## src/rtl/ber_pkg.sv

```systemverilog
// Shared types and helpers for the bit-error-rate monitor.
package ber_pkg;

  typedef enum logic [1:0] {
    ST_IDLE = 2'd0,
    ST_RUN  = 2'd1,
    ST_DONE = 2'd2
  } ber_state_t;

  // Adds two values that are at most w bits wide (w <= 63) and clamps the
  // result to all-ones of width w. Bit 64 of the result reports that
  // clamping happened.
  function automatic logic [64:0] sat_add(input logic [63:0] a,
                                          input logic [63:0] b,
                                          input int          w);
    logic [63:0] max_val;
    logic [64:0] sum;
    max_val = (64'd1 << w) - 64'd1;
    sum     = {1'b0, a} + {1'b0, b};
    if (sum > {1'b0, max_val}) begin
      return {1'b1, max_val};
    end
    return {1'b0, sum[63:0]};
  endfunction

  // Counts the set bits among the lowest w bits of v (w <= 64).
  function automatic logic [7:0] popcount(input logic [63:0] v, input int w);
    logic [7:0] cnt;
    cnt = 8'd0;
    for (int i = 0; i < 64; i++) begin
      if (i < w) begin
        cnt = cnt + {7'd0, v[i]};
      end
    end
    return cnt;
  endfunction

endpackage

```

## src/rtl/ber_ref_delay.sv

```systemverilog
// Circular reference delay line: holds the most recent MAX_DELAY pushed
// beats and returns the one pushed rd_delay advances ago, or zeros while
// fewer than rd_delay beats have been pushed since the last clear.
module ber_ref_delay
  import ber_pkg::*;
#(
  parameter int DATA_W    = 4,
  parameter int MAX_DELAY = 64,
  parameter int DLY_W     = $clog2(MAX_DELAY + 1)
) (
  input  logic              clk,
  input  logic              rst_n,
  input  logic              clear,
  input  logic              push,
  input  logic [DATA_W-1:0] push_data,
  input  logic [DLY_W-1:0]  rd_delay,
  output logic [DATA_W-1:0] rd_data
);

  localparam int PTR_W = $clog2(MAX_DELAY);
  localparam int IDX_W = DLY_W + 1;

  logic [DATA_W-1:0] mem [MAX_DELAY];
  logic [PTR_W-1:0]  wr_ptr;
  logic [DLY_W-1:0]  fill;
  logic [IDX_W-1:0]  rd_sum;
  logic [IDX_W-1:0]  rd_wrapped;
  logic [PTR_W-1:0]  rd_idx;

  // The D-th most recent push sits D slots behind the write pointer.
  assign rd_sum     = IDX_W'(wr_ptr) + IDX_W'(MAX_DELAY) - IDX_W'(rd_delay);
  assign rd_wrapped = (rd_sum >= IDX_W'(MAX_DELAY)) ? (rd_sum - IDX_W'(MAX_DELAY)) : rd_sum;
  assign rd_idx     = PTR_W'(rd_wrapped);
  assign rd_data    = ((rd_delay != '0) && (fill >= rd_delay)) ? mem[rd_idx] : '0;

  // Storage needs no reset: the fill count hides stale entries.
  always_ff @(posedge clk) begin
    if (push) begin
      mem[wr_ptr] <= push_data;
    end
  end

  // Write pointer wraps modulo MAX_DELAY; fill count saturates at MAX_DELAY.
  always_ff @(posedge clk or negedge rst_n) begin
    if (!rst_n) begin
      wr_ptr <= '0;
      fill   <= '0;
    end else if (clear) begin
      wr_ptr <= '0;
      fill   <= '0;
    end else if (push) begin
      wr_ptr <= (wr_ptr == PTR_W'(MAX_DELAY - 1)) ? '0 : (wr_ptr + PTR_W'(1));
      if (fill != DLY_W'(MAX_DELAY)) begin
        fill <= fill + DLY_W'(1);
      end
    end
  end

endmodule

```

## src/rtl/ber_monitor.sv

```systemverilog
// Bit-error-rate monitor: compares decoder beats against a delayed copy of
// the reference stream and accumulates saturating error statistics under
// a start/abort/done controller.
module ber_monitor
  import ber_pkg::*;
#(
  parameter int DATA_W    = 4,
  parameter int MAX_DELAY = 64,
  parameter int CNT_W     = 32,
  parameter int DLY_W     = $clog2(MAX_DELAY + 1)
) (
  input  logic              clk,
  input  logic              rst_n,
  input  logic              start,
  input  logic              abort,
  input  logic [DLY_W-1:0]  delay,
  input  logic [15:0]       total_beats,
  input  logic              ref_valid,
  input  logic [DATA_W-1:0] ref_data,
  input  logic              advance,
  input  logic              dec_valid,
  input  logic [DATA_W-1:0] dec_data,
  output logic              busy,
  output logic              done,
  output logic [CNT_W-1:0]  bits_compared,
  output logic [CNT_W-1:0]  bit_errors,
  output logic [CNT_W-1:0]  beat_errors,
  output logic [15:0]       max_err_run,
  output logic              overflow
);

  ber_state_t        state, state_next;
  logic [DLY_W-1:0]  dly_lat, dly_clamped;
  logic [15:0]       total_lat;
  logic [15:0]       tally, tally_inc;
  logic [15:0]       run_cnt, run_next;
  logic              do_start, do_cmp, do_push;
  logic [DATA_W-1:0] push_data, ref_beat, err_vec;
  logic              err_any;
  logic [7:0]        pop_cnt;
  logic [64:0]       bits_sum, berr_sum, beat_sum, run_sum;
  logic              unused_sat;

  ber_ref_delay #(
    .DATA_W    (DATA_W),
    .MAX_DELAY (MAX_DELAY),
    .DLY_W     (DLY_W)
  ) u_ref_delay (
    .clk       (clk),
    .rst_n     (rst_n),
    .clear     (do_start),
    .push      (do_push),
    .push_data (push_data),
    .rd_delay  (dly_lat),
    .rd_data   (ref_beat)
  );

  assign push_data = ref_valid ? ref_data : '0;
  assign err_vec   = ref_beat ^ dec_data;
  assign err_any   = |err_vec;
  assign pop_cnt   = popcount(64'(err_vec), DATA_W);
  assign tally_inc = tally + 16'd1;

  assign bits_sum  = sat_add(64'(bits_compared), 64'(DATA_W), CNT_W);
  assign berr_sum  = sat_add(64'(bit_errors), 64'(pop_cnt), CNT_W);
  assign beat_sum  = sat_add(64'(beat_errors), 64'(err_any), CNT_W);
  assign run_sum   = sat_add(64'(run_cnt), 64'd1, 16);
  assign run_next  = err_any ? run_sum[15:0] : 16'd0;

  assign unused_sat = ^{bits_sum[63:CNT_W], berr_sum[63:CNT_W],
                        beat_sum[63:CNT_W], run_sum[63:16]};

  assign busy = (state == ST_RUN);
  assign done = (state == ST_DONE);

  // Clamp the requested delay into the supported 1..MAX_DELAY range.
  always_comb begin
    dly_clamped = delay;
    if (delay == '0) begin
      dly_clamped = DLY_W'(1);
    end else if (delay > DLY_W'(MAX_DELAY)) begin
      dly_clamped = DLY_W'(MAX_DELAY);
    end
  end

  // Controller state register.
  always_ff @(posedge clk or negedge rst_n) begin
    if (!rst_n) begin
      state <= ST_IDLE;
    end else begin
      state <= state_next;
    end
  end

  // Next state and per-cycle strobes; start overrides abort in every state.
  always_comb begin
    state_next = state;
    do_start   = 1'b0;
    do_cmp     = 1'b0;
    do_push    = 1'b0;
    unique case (state)
      ST_IDLE, ST_DONE: begin
        if (start) begin
          do_start   = 1'b1;
          state_next = (total_beats == 16'd0) ? ST_DONE : ST_RUN;
        end else if (abort) begin
          state_next = ST_IDLE;
        end
      end
      ST_RUN: begin
        if (start) begin
          do_start   = 1'b1;
          state_next = (total_beats == 16'd0) ? ST_DONE : ST_RUN;
        end else if (abort) begin
          state_next = ST_IDLE;
        end else begin
          do_cmp  = dec_valid;
          do_push = advance;
          if (dec_valid && (tally_inc == total_lat)) begin
            state_next = ST_DONE;
          end
        end
      end
      default: state_next = ST_IDLE;
    endcase
  end

  // Run configuration is captured at start so later input changes are ignored.
  always_ff @(posedge clk or negedge rst_n) begin
    if (!rst_n) begin
      dly_lat   <= '0;
      total_lat <= '0;
    end else if (do_start) begin
      dly_lat   <= dly_clamped;
      total_lat <= total_beats;
    end
  end

  // Result counters: cleared by start, updated once per compared beat,
  // frozen otherwise. The beat tally stops at total_lat so it never wraps.
  always_ff @(posedge clk or negedge rst_n) begin
    if (!rst_n) begin
      tally         <= '0;
      run_cnt       <= '0;
      bits_compared <= '0;
      bit_errors    <= '0;
      beat_errors   <= '0;
      max_err_run   <= '0;
      overflow      <= 1'b0;
    end else if (do_start) begin
      tally         <= '0;
      run_cnt       <= '0;
      bits_compared <= '0;
      bit_errors    <= '0;
      beat_errors   <= '0;
      max_err_run   <= '0;
      overflow      <= 1'b0;
    end else if (do_cmp) begin
      tally         <= tally_inc;
      run_cnt       <= run_next;
      bits_compared <= bits_sum[CNT_W-1:0];
      bit_errors    <= berr_sum[CNT_W-1:0];
      beat_errors   <= beat_sum[CNT_W-1:0];
      if (run_next > max_err_run) begin
        max_err_run <= run_next;
      end
      overflow <= overflow | bits_sum[64] | berr_sum[64] | beat_sum[64]
                | (err_any & run_sum[64]);
    end
  end

endmodule

```

## config.mk

```make
export PLATFORM = sky130hd
export DESIGN_NAME = ber_monitor
export DESIGN_NICKNAME = d
export VERILOG_FILES = /design/src/rtl/ber_pkg.sv /design/src/rtl/ber_ref_delay.sv /design/src/rtl/ber_monitor.sv
export SDC_FILE = /design/constraint.sdc
export NUM_CORES = 1
export LEC_CHECK = 0
export CORE_MARGIN = 4
export CORE_UTILIZATION = 55
export CTS_BUF_LIST = sky130_fd_sc_hd__clkbuf_8
export CTS_CLUSTER_SIZE = 16
export DETAILED_ROUTE_END_ITERATION = 10
export HOLD_SLACK_MARGIN = 0.02
export PLACE_DENSITY = 0.75
export SETUP_SLACK_MARGIN = 0.02
export SLEW_MARGIN = 40
export SYNTH_ARGS = -nofsm -noshare
export SYNTH_HDL_FRONTEND = slang
export SYNTH_SLANG_ARGS = --single-unit
```

## constraint.sdc

```tcl
create_clock -name clk -period 8.1 [get_ports clk]
set_clock_uncertainty 0.1 [all_clocks]
set_input_delay 1.62 -clock clk [delete_from_list [all_inputs] [get_ports clk]]
set_output_delay 1.62 -clock clk [all_outputs]
set_load 0.05 [all_outputs]
```

# --- After elaboration in Yosys (flattened, before gate mapping) ---
# Memory sizes are Yosys's and may differ from the RTL's.
# Index checks and enable logic that the tools add are counted.
totals:
  inputBits: 38
  mem_count: 1
  output_inout_bits: 115
  reg_bits: 183
  ram_bits: 256
  elab_cells: 119
memory_table:
  columns: ["memory", "words", "word_bits", "read_ports", "rd_clocked_by_memory_dff", "write_ports", "line_no", "source"]
  rows:
  - ["u_ref_delay.mem", 64, 4, 1, 0, 1, "ber_ref_delay.sv:23", "logic [DATA_W-1:0] mem [MAX_DELAY];"]
classes:
  order_cmp: 8
  muxes: 56
  add_sub_neg: 13
  n_reduce_logical: 16
  n_bitwise: 6
  n_eq_ne: 7
op_table:
  columns: ["op", "n"]
  rows:
  - ["65-bit two-way mux", 8]
  - ["32-bit two-way mux", 6]
  - ["16-bit two-way mux", 8]
  - ["33-bit by 32-bit greater-than comparator with 1-bit output, second input constant", 3]
  - ["7-bit two-way mux", 5]
  - ["32-bit by 1-bit adder with 33-bit output", 1]
  - ["32-bit by 3-bit adder with 33-bit output, second input constant", 1]
  - ["32-bit by 4-bit adder with 33-bit output", 1]
  - ["6-bit two-way mux", 4]
  - ["16-bit by 1-bit adder with 17-bit output, second input constant", 1]
  - ["17-bit by 16-bit greater-than comparator with 1-bit output, second input constant", 1]
  - ["16-bit by 1-bit adder with 16-bit output, second input constant", 1]
  - ["16-bit equality test", 1]
  - ["16-bit greater-than comparator", 1]
  - ["16-bit logical NOT", 1]
  - ["1-bit two-way mux", 16]
  - ["2-bit two-way mux", 6]
  - ["6-bit by 7-bit adder with 8-bit output, second input constant", 1]
  - ["8-bit by 7-bit greater-or-equal comparator with 1-bit output, second input constant", 1]
  - ["4-bit two-way mux", 2]
  - ["2-bit nonzero test", 4]
  - ["8-bit by 7-bit subtractor with 8-bit output", 1]
  - ["7-bit by 1-bit adder with 7-bit output, second input constant", 1]
  - ["7-bit greater-or-equal comparator", 1]
  - ["other kinds (24)", 30]

# --- Longest topological paths before layout ---
# An unclocked memory read counts as a cell.
depth:
  word_depth: 19
  ltp_mapped: 26
  ltp_nobuf: 24

# --- By module ---
# A second synthesis with hierarchy kept.
hier_totals:
  cells_unflattened: 1859
  hier_area_um2: 21530.6
modules_own_cells:
  columns: ["mod", "seq_area_each_um2", "area_per_inst_um2", "cells_each", "n_inst"]
  rows:
  - ["ber_ref_delay", 8012.7, 11344.6, 671, 1]
  - ["ber_monitor", 4229.1, 10186.0, 1188, 1]

# --- Least setup slack after synthesis ---
# Ideal clock, no wire load.
synth_path:
  path_type: "reg-to-reg"
  start: "reg u_ref_delay.wr_ptr[0]"
  end: "reg max_err_run[10]"
  required_ps: 7933
  setup_slack_ps: 2105
  t_arrival_ps: 5828
  path_stages_with_launch: 27
  setup_ps: 67
  n_path_buf: 4
  period_less_slack_ps: 5995
  cell_sequence: "dfrtp_1 inv_1 ha_1 fa_1 clkbuf_1 clkbuf_1 mux4_2 mux4_2 mux2i_1 o22ai_1 xor2_1 nor4_4 buf_6 a21o_1 inv_1 ha_1 nor2b_1 o21a_1 o21a_1 o21a_1 o21a_1 o21a_1 o21ai_0 a21oi_1 nor2_1 clkbuf_1 a22o_1"
synth_between:
  elab_chain_len: 12
  word_cells_on_any_way: 16
  cone_classes: "add/sub: 3; order compare: 2; mux: 6; bitwise: 1; reduce/logical: 3; memory: 1"
synth_lines:
  columns: ["item", "line_no", "source"]
  rows:
  - ["from (decl)", "ber_ref_delay.sv:24", "logic [PTR_W-1:0] wr_ptr;"]
  - ["from (signal assigned)", "ber_ref_delay.sv:52", "wr_ptr <= (wr_ptr == PTR_W'(MAX_DELAY - 1)) ? '0 : (wr_ptr + PTR_W'(1));"]
  - ["6-bit by 7-bit adder with 8-bit output (*)", "ber_ref_delay.sv:31", "assign rd_sum = IDX_W'(wr_ptr) + IDX_W'(MAX_DELAY) - IDX_W'(rd_delay);"]
  - ["8-bit by 7-bit subtractor with 8-bit output (*)", "ber_ref_delay.sv:31", null]
  - ["8-bit by 7-bit greater-or-equal comparator with 1-bit output or 6-bit by 1-bit subtractor with 6-bit output (tied branches)", "ber_ref_delay.sv:32", "assign rd_wrapped = (rd_sum >= IDX_W'(MAX_DELAY)) ? (rd_sum - IDX_W'(MAX_DELAY)) : rd_sum;"]
  - ["6-bit two-way mux (*)", "ber_ref_delay.sv:32", null]
  - ["memory read 64 x 4 bit (*)", null, null]
  - ["4-bit two-way mux (*)", "ber_ref_delay.sv:34", "assign rd_data = ((rd_delay != '0) && (fill >= rd_delay)) ? mem[rd_idx] : '0;"]
  - ["4-bit bitwise XOR (*)", "ber_monitor.sv:59", "assign err_vec = ref_beat ^ dec_data;"]
  - ["4-bit OR reduction (*)", "ber_monitor.sv:60", "assign err_any = |err_vec;"]
  - ["16-bit two-way mux (*)", "ber_monitor.sv:68", "assign run_next = err_any ? run_sum[15:0] : 16'd0;"]
  - ["16-bit greater-than comparator or 16-bit two-way mux (tied branches)", "ber_monitor.sv:164", "if (run_next > max_err_run) begin"]
  - ["2-bit nonzero test (no line) or 16-bit two-way mux (tied branches)", null, null]
  - ["2-bit AND reduction (no line) or 16-bit two-way mux (tied branches)", null, null]
  - ["to (signal assigned)", "ber_monitor.sv:165", "max_err_run <= run_next;"]
  - ["to (decl)", "ber_monitor.sv:28", "output logic [15:0] max_err_run,"]
# Mark *: on every way between the ends. The rest lies on a longest branch, timed or not. The select of a mux whose other input is x is not followed.
# A chain may end at the register's enable or synchronous reset.

# --- Final worst setup path ---
layout_path:
  start: "reg u_ref_delay.wr_ptr[0]"
  end: "reg beat_errors[25]"
layout_between:
  elab_chain_len: 14
  word_cells_on_any_way: 15
  cone_classes: "add/sub: 4; order compare: 2; mux: 6; bitwise: 1; reduce/logical: 1; memory: 1"
layout_lines:
  columns: ["item", "line_no", "source"]
  rows:
  - ["6-bit by 7-bit adder with 8-bit output (*)", "ber_ref_delay.sv:31", null]
  - ["8-bit by 7-bit subtractor with 8-bit output (*)", "ber_ref_delay.sv:31", null]
  - ["8-bit by 7-bit greater-or-equal comparator with 1-bit output or 6-bit by 1-bit subtractor with 6-bit output (tied branches)", "ber_ref_delay.sv:32", null]
  - ["6-bit two-way mux (*)", "ber_ref_delay.sv:32", null]
  - ["memory read 64 x 4 bit (*)", null, null]
  - ["4-bit two-way mux (*)", "ber_ref_delay.sv:34", null]
  - ["4-bit bitwise XOR (*)", "ber_monitor.sv:59", null]
  - ["4-bit OR reduction (*)", "ber_monitor.sv:60", null]
  - ["32-bit by 1-bit adder with 33-bit output (*)", "ber_pkg.sv:19", "sum = {1'b0, a} + {1'b0, b};"]
  - ["33-bit by 32-bit greater-than comparator with 1-bit output", "ber_pkg.sv:20", "if (sum > {1'b0, max_val}) begin"]
  - ["1-bit two-way mux", "ber_pkg.sv:20", null]
  - ["65-bit two-way mux (*)", "ber_pkg.sv:23", "return {1'b0, sum[63:0]};"]
  - ["32-bit two-way mux (*)", "ber_monitor.sv:158", "end else if (do_cmp) begin"]
  - ["32-bit two-way mux (*)", "ber_monitor.sv:150", "end else if (do_start) begin"]
  - ["to (signal assigned)", "ber_monitor.sv:163", "beat_errors <= beat_sum[CNT_W-1:0];"]
  - ["to (decl)", "ber_monitor.sv:27", "output logic [CNT_W-1:0] beat_errors,"]
# Marked as above.

==> flow_summary_export.csv <==
group,metric,value,unit
die,coreArea,0.0377,mm2
job,max_cap_violations,0,
placed_design,port_buffers,152,
hold_path,hold_end,"total_lat[10]",
cells_and_area,drive_gt1_share,11.7,%
sta,drv_slew,0,
placed_design,place_congestion,0.885,
cells_and_area,fin_nets,1960,
die,dieHeight,203,um
hold_path,min_path_cells,2,
synthesis,synth_enable_flop_cells,256,
cts,cts_resized,0,
cells_and_area,n_antenna_cell,0,
power,switching_share,25.2,%
power,powerDensity,196,mW/mm2
global_routing,grt_pass1_wl,82300,um
detailed_routing,drt_iter0_drc,1593,
synthesis,synthesis.nets,1810,
cells_and_area,area_delta_synth_final,15.9,%
setup_path,rr_worst_depth,20,
synthesis,synthFlopType,"edfxtp_1",
status,outcome,"finished clean",
sta,max_freq,140,MHz
sta,setup_viol,0,
die,pin_count,153,
setup_path,cp.required,8500,ps
hold_path,hold_path_class,"reg -> reg",
detailed_routing,ant_nets,0,
sta,grt_setup_unrepaired,"false",
detailed_routing,first_pass_iters,6,
global_routing,grt_use_total,25.1,%
cts,cts_setup_buffers,0,
global_routing,antenna_found_initial,0,
sta,max-slew-margin-rel,41.4,%
cts,clkSlewWorstSetupHoldPaths,70,ps
power,power_frac_seq,50.5,%
detailed_routing,drt_wl_total,51900,um
sta,finalHoldViolations,0,
synthesis,async_flop_share,41.6,%
cts,cts_hold_buffers,0,
global_routing,grt_busiest_layer,"met2",
setup_path,cp_max_fo,32,
detailed_routing,vias,15129,
power,p_leak,8.74,nW
sta,min_period_over_period,88.4,%
synthesis,yosysSeqAreaShare,58.3,%
cts,cts.sinks,438,
setup_path,end_kind,"flop",
global_routing,grt_util_met1,36.5,%
power,p_clk_share,38.1,%
cts,h-tree-depth,3,
synthesis,synth_warnings,0,
setup_path,worstSetupStartpointType,"flop",
die,rows,71,
die,initial_core_util,55.7,%
detailed_routing,route.detailed.drc,0,
cts,cts_tree,"done",
sta,fin_crit,7160,ps
setup_path,crit_type,"reg -> reg",
global_routing,grt_pass1_vias,14574,
setup_path,reg2reg_slack,940,ps
power,ir_drop,0.000182,V
synthesis,yosysUniqueCellTypes,65,
sta,fin_ws,938,ps
power,switchingPower,1.20,mW
setup_path,r2r_end,"beat_errors[25]",
sta,worst_pin_slew,879,ps
die,die_area,0.0413,mm2
detailed_routing,via_per_inst,6.19,
cts,clk_latency,630,ps
global_routing,use_met2,38.4,%
cts,cts-root-buf,"clkbuf_8",
hold_path,worstHoldStart,"total_lat[10]",
setup_path,arrival,7560,ps
global_routing,grt-ovfl-total,0,
synthesis,ys_ff_latch,438,
synthesis,netlist_area,0.0210,mm2
placed_design,pre_cts_ws,993,ps
setup_path,reg2reg_from,"u_ref_delay.wr_ptr[0]",
global_routing,met3_usage,4.87,%
sta,tns,0,ps
cts,cts_inserted_buffers,73,
detailed_routing,post_drt_wl_per_cell,21.2,um
synthesis,syn_area_per_cell,12.1,um2
die,fp.dieW,203,um
cts,cts_buffer_depth,3,
synthesis,syn_inst,1729,
power,combPwrFrac,11.4,%
power,p_int,3.56,mW
global_routing,grt_start_max_net_pins,105,
placed_design,hpwl,34000,um
-- layer usage --
layer | routed length [um] | share of wire [%]
met5 | 0 | 0
met4 | 1590 | 3.1
met3 | 4220 | 8.1
met2 | 24000 | 46
met1 | 22000 | 42
-- placed cells by master (no fill, tap or decap), drive strengths merged, types with 18 or more instances in the layout --
master / n
a211oi: 18
a21oi: 93
a22o: 28
a311oi: 27
a31oi: 26
and3: 47
clkbuf: 79
clkdlybuf4s50: 151
clkinv: 21
dfrtp: 182
edfxtp: 256
ha: 39
inv: 75
mux4: 80
nand2: 149
nand3: 76
nand4: 26
nor2: 184
nor3: 43
o21ai: 87
xnor2: 35
xor2: 23
-- worst max path at each step --
stage	start	endpoint	slack, ps	depth (start not counted)
final	u_ref_delay.wr_ptr[0]	beat_errors[25]	940	20
after CTS	u_ref_delay.wr_ptr[0]	beat_errors[25]	940	20
after floorplan	u_ref_delay.wr_ptr[0]	max_err_run[10]	2100	26
after global placement	u_ref_delay.wr_ptr[0]	max_err_run[11]	1220	24
after global routing	u_ref_delay.wr_ptr[0]	beat_errors[25]	560	20
after detailed placement	u_ref_delay.wr_ptr[0]	beat_errors[25]	990	20
-- power by group through the flow --
stage / logic [mW] / registers, mW / clock network [mW]
global placement: 0.525 / 2.45 / 0
finish: 0.542 / 2.41 / 1.82
detailed placement: 0.540 / 2.45 / 0
floorplan: 0.362 / 2.45 / 0
global route: 0.585 / 2.41 / 1.96
CTS: 0.542 / 2.40 / 1.86
-- kinds of logic after synthesis --
| family | Yosys count | synth area share [%] |
|---|---|---|
| and+or+nand+nor | 625 | 14.4 |
| DFF | 438 | 58.3 |
| AOI/OAI and AO/OA | 334 | 10.2 |
| buffers and inverters | 140 | 2.80 |
| muxes | 91 | 9.11 |
| xor gates and xnor gates | 58 | 2.46 |
| adders and majority gates | 43 | 2.71 |
-- critical path, stage by stage, from the launching register on --
cell and delay (ps):
dfrtp_1 440, inv_1 140, ha_4 190, fa_4 1080
buf_4 340, mux4_2 350, mux4_2 520, mux2i_1 210
o22ai_1 130, xor2_1 290, nor4_4 90, buf_4 220
inv_1 150, ha_1 230, ha_1 190, nand3_1 220
or4_1 610, or3_1 680, nand2_1 340, nor2_1 160
a311oi_1 300
-- synthesized netlist by cell type (all sizes together) (6+ instances only) --
cell / number / area [um2]
nand2: 149 / 559
o22ai: 9 / 56.3
o21a: 8 / 60.1
nand3b: 10 / 75.1
or4: 6 / 45.0
nand3: 76 / 390
ha: 39 / 488
nor4: 16 / 121
nor2b: 13 / 83.8
a311oi: 27 / 254
edfxtp: 256 / 7690
nand2b: 10 / 62.6
a22o: 28 / 245
nor2: 184 / 691
or2: 6 / 37.5
o31ai: 7 / 52.6
inv: 47 / 176
a31oi: 26 / 163
xnor2: 35 / 307
buf: 30 / 174
clkbuf: 63 / 236
a21o: 8 / 60.1
a211oi: 18 / 140
mux2i: 11 / 110
and4: 7 / 61.3
a21oi: 93 / 465
and2: 15 / 93.8
xor2: 23 / 209
nand4: 26 / 163
dfrtp: 182 / 4550
mux4: 80 / 1800
nor3: 43 / 215
and3: 47 / 294
o21ai: 87 / 439
or3: 11 / 68.8
-- flip-flops by register name, indices dropped and copies added, names as in the netlist --
name and cells:
beat_errors 32, bit_errors 32, bits_compared 31, dly_lat 7
max_err_run 16, overflow 1, run_cnt 16, state 2
tally 16, total_lat 16, u_ref_delay.fill 7, u_ref_delay.mem 256
u_ref_delay.wr_ptr 6
-- per-stage QoR --
step / std cells / hold WS, ps / area [um2] / total power, mW / utilization [%]
3_3_place_gp: 2315 / 385 / 22900 / 2.97 / 60.9
4_1_cts: 2446 / 403 / 24300 / 4.80 / 64.5
5_1_grt: 2446 / 424 / 24300 / 4.95 / 64.5
6_report: 2446 / 399 / 24300 / 4.76 / 64.5
2_1_floorplan: 1729 / 365 / 21000 / 2.82 / -
3_5_place_dp: 2315 / 383 / 22900 / 2.99 / 60.9
-- cell type report --
class                   instances  area (um2)
fillers                      2887       13400
repair buffers                168        1680
clock inverters                52         262
multi-input cells            1151        8230
inverters                      47         176
flip-flops and latches        438       12200
clock buffers                  79        1090
well taps                     511         639
(Power assumes the default switching activity.)
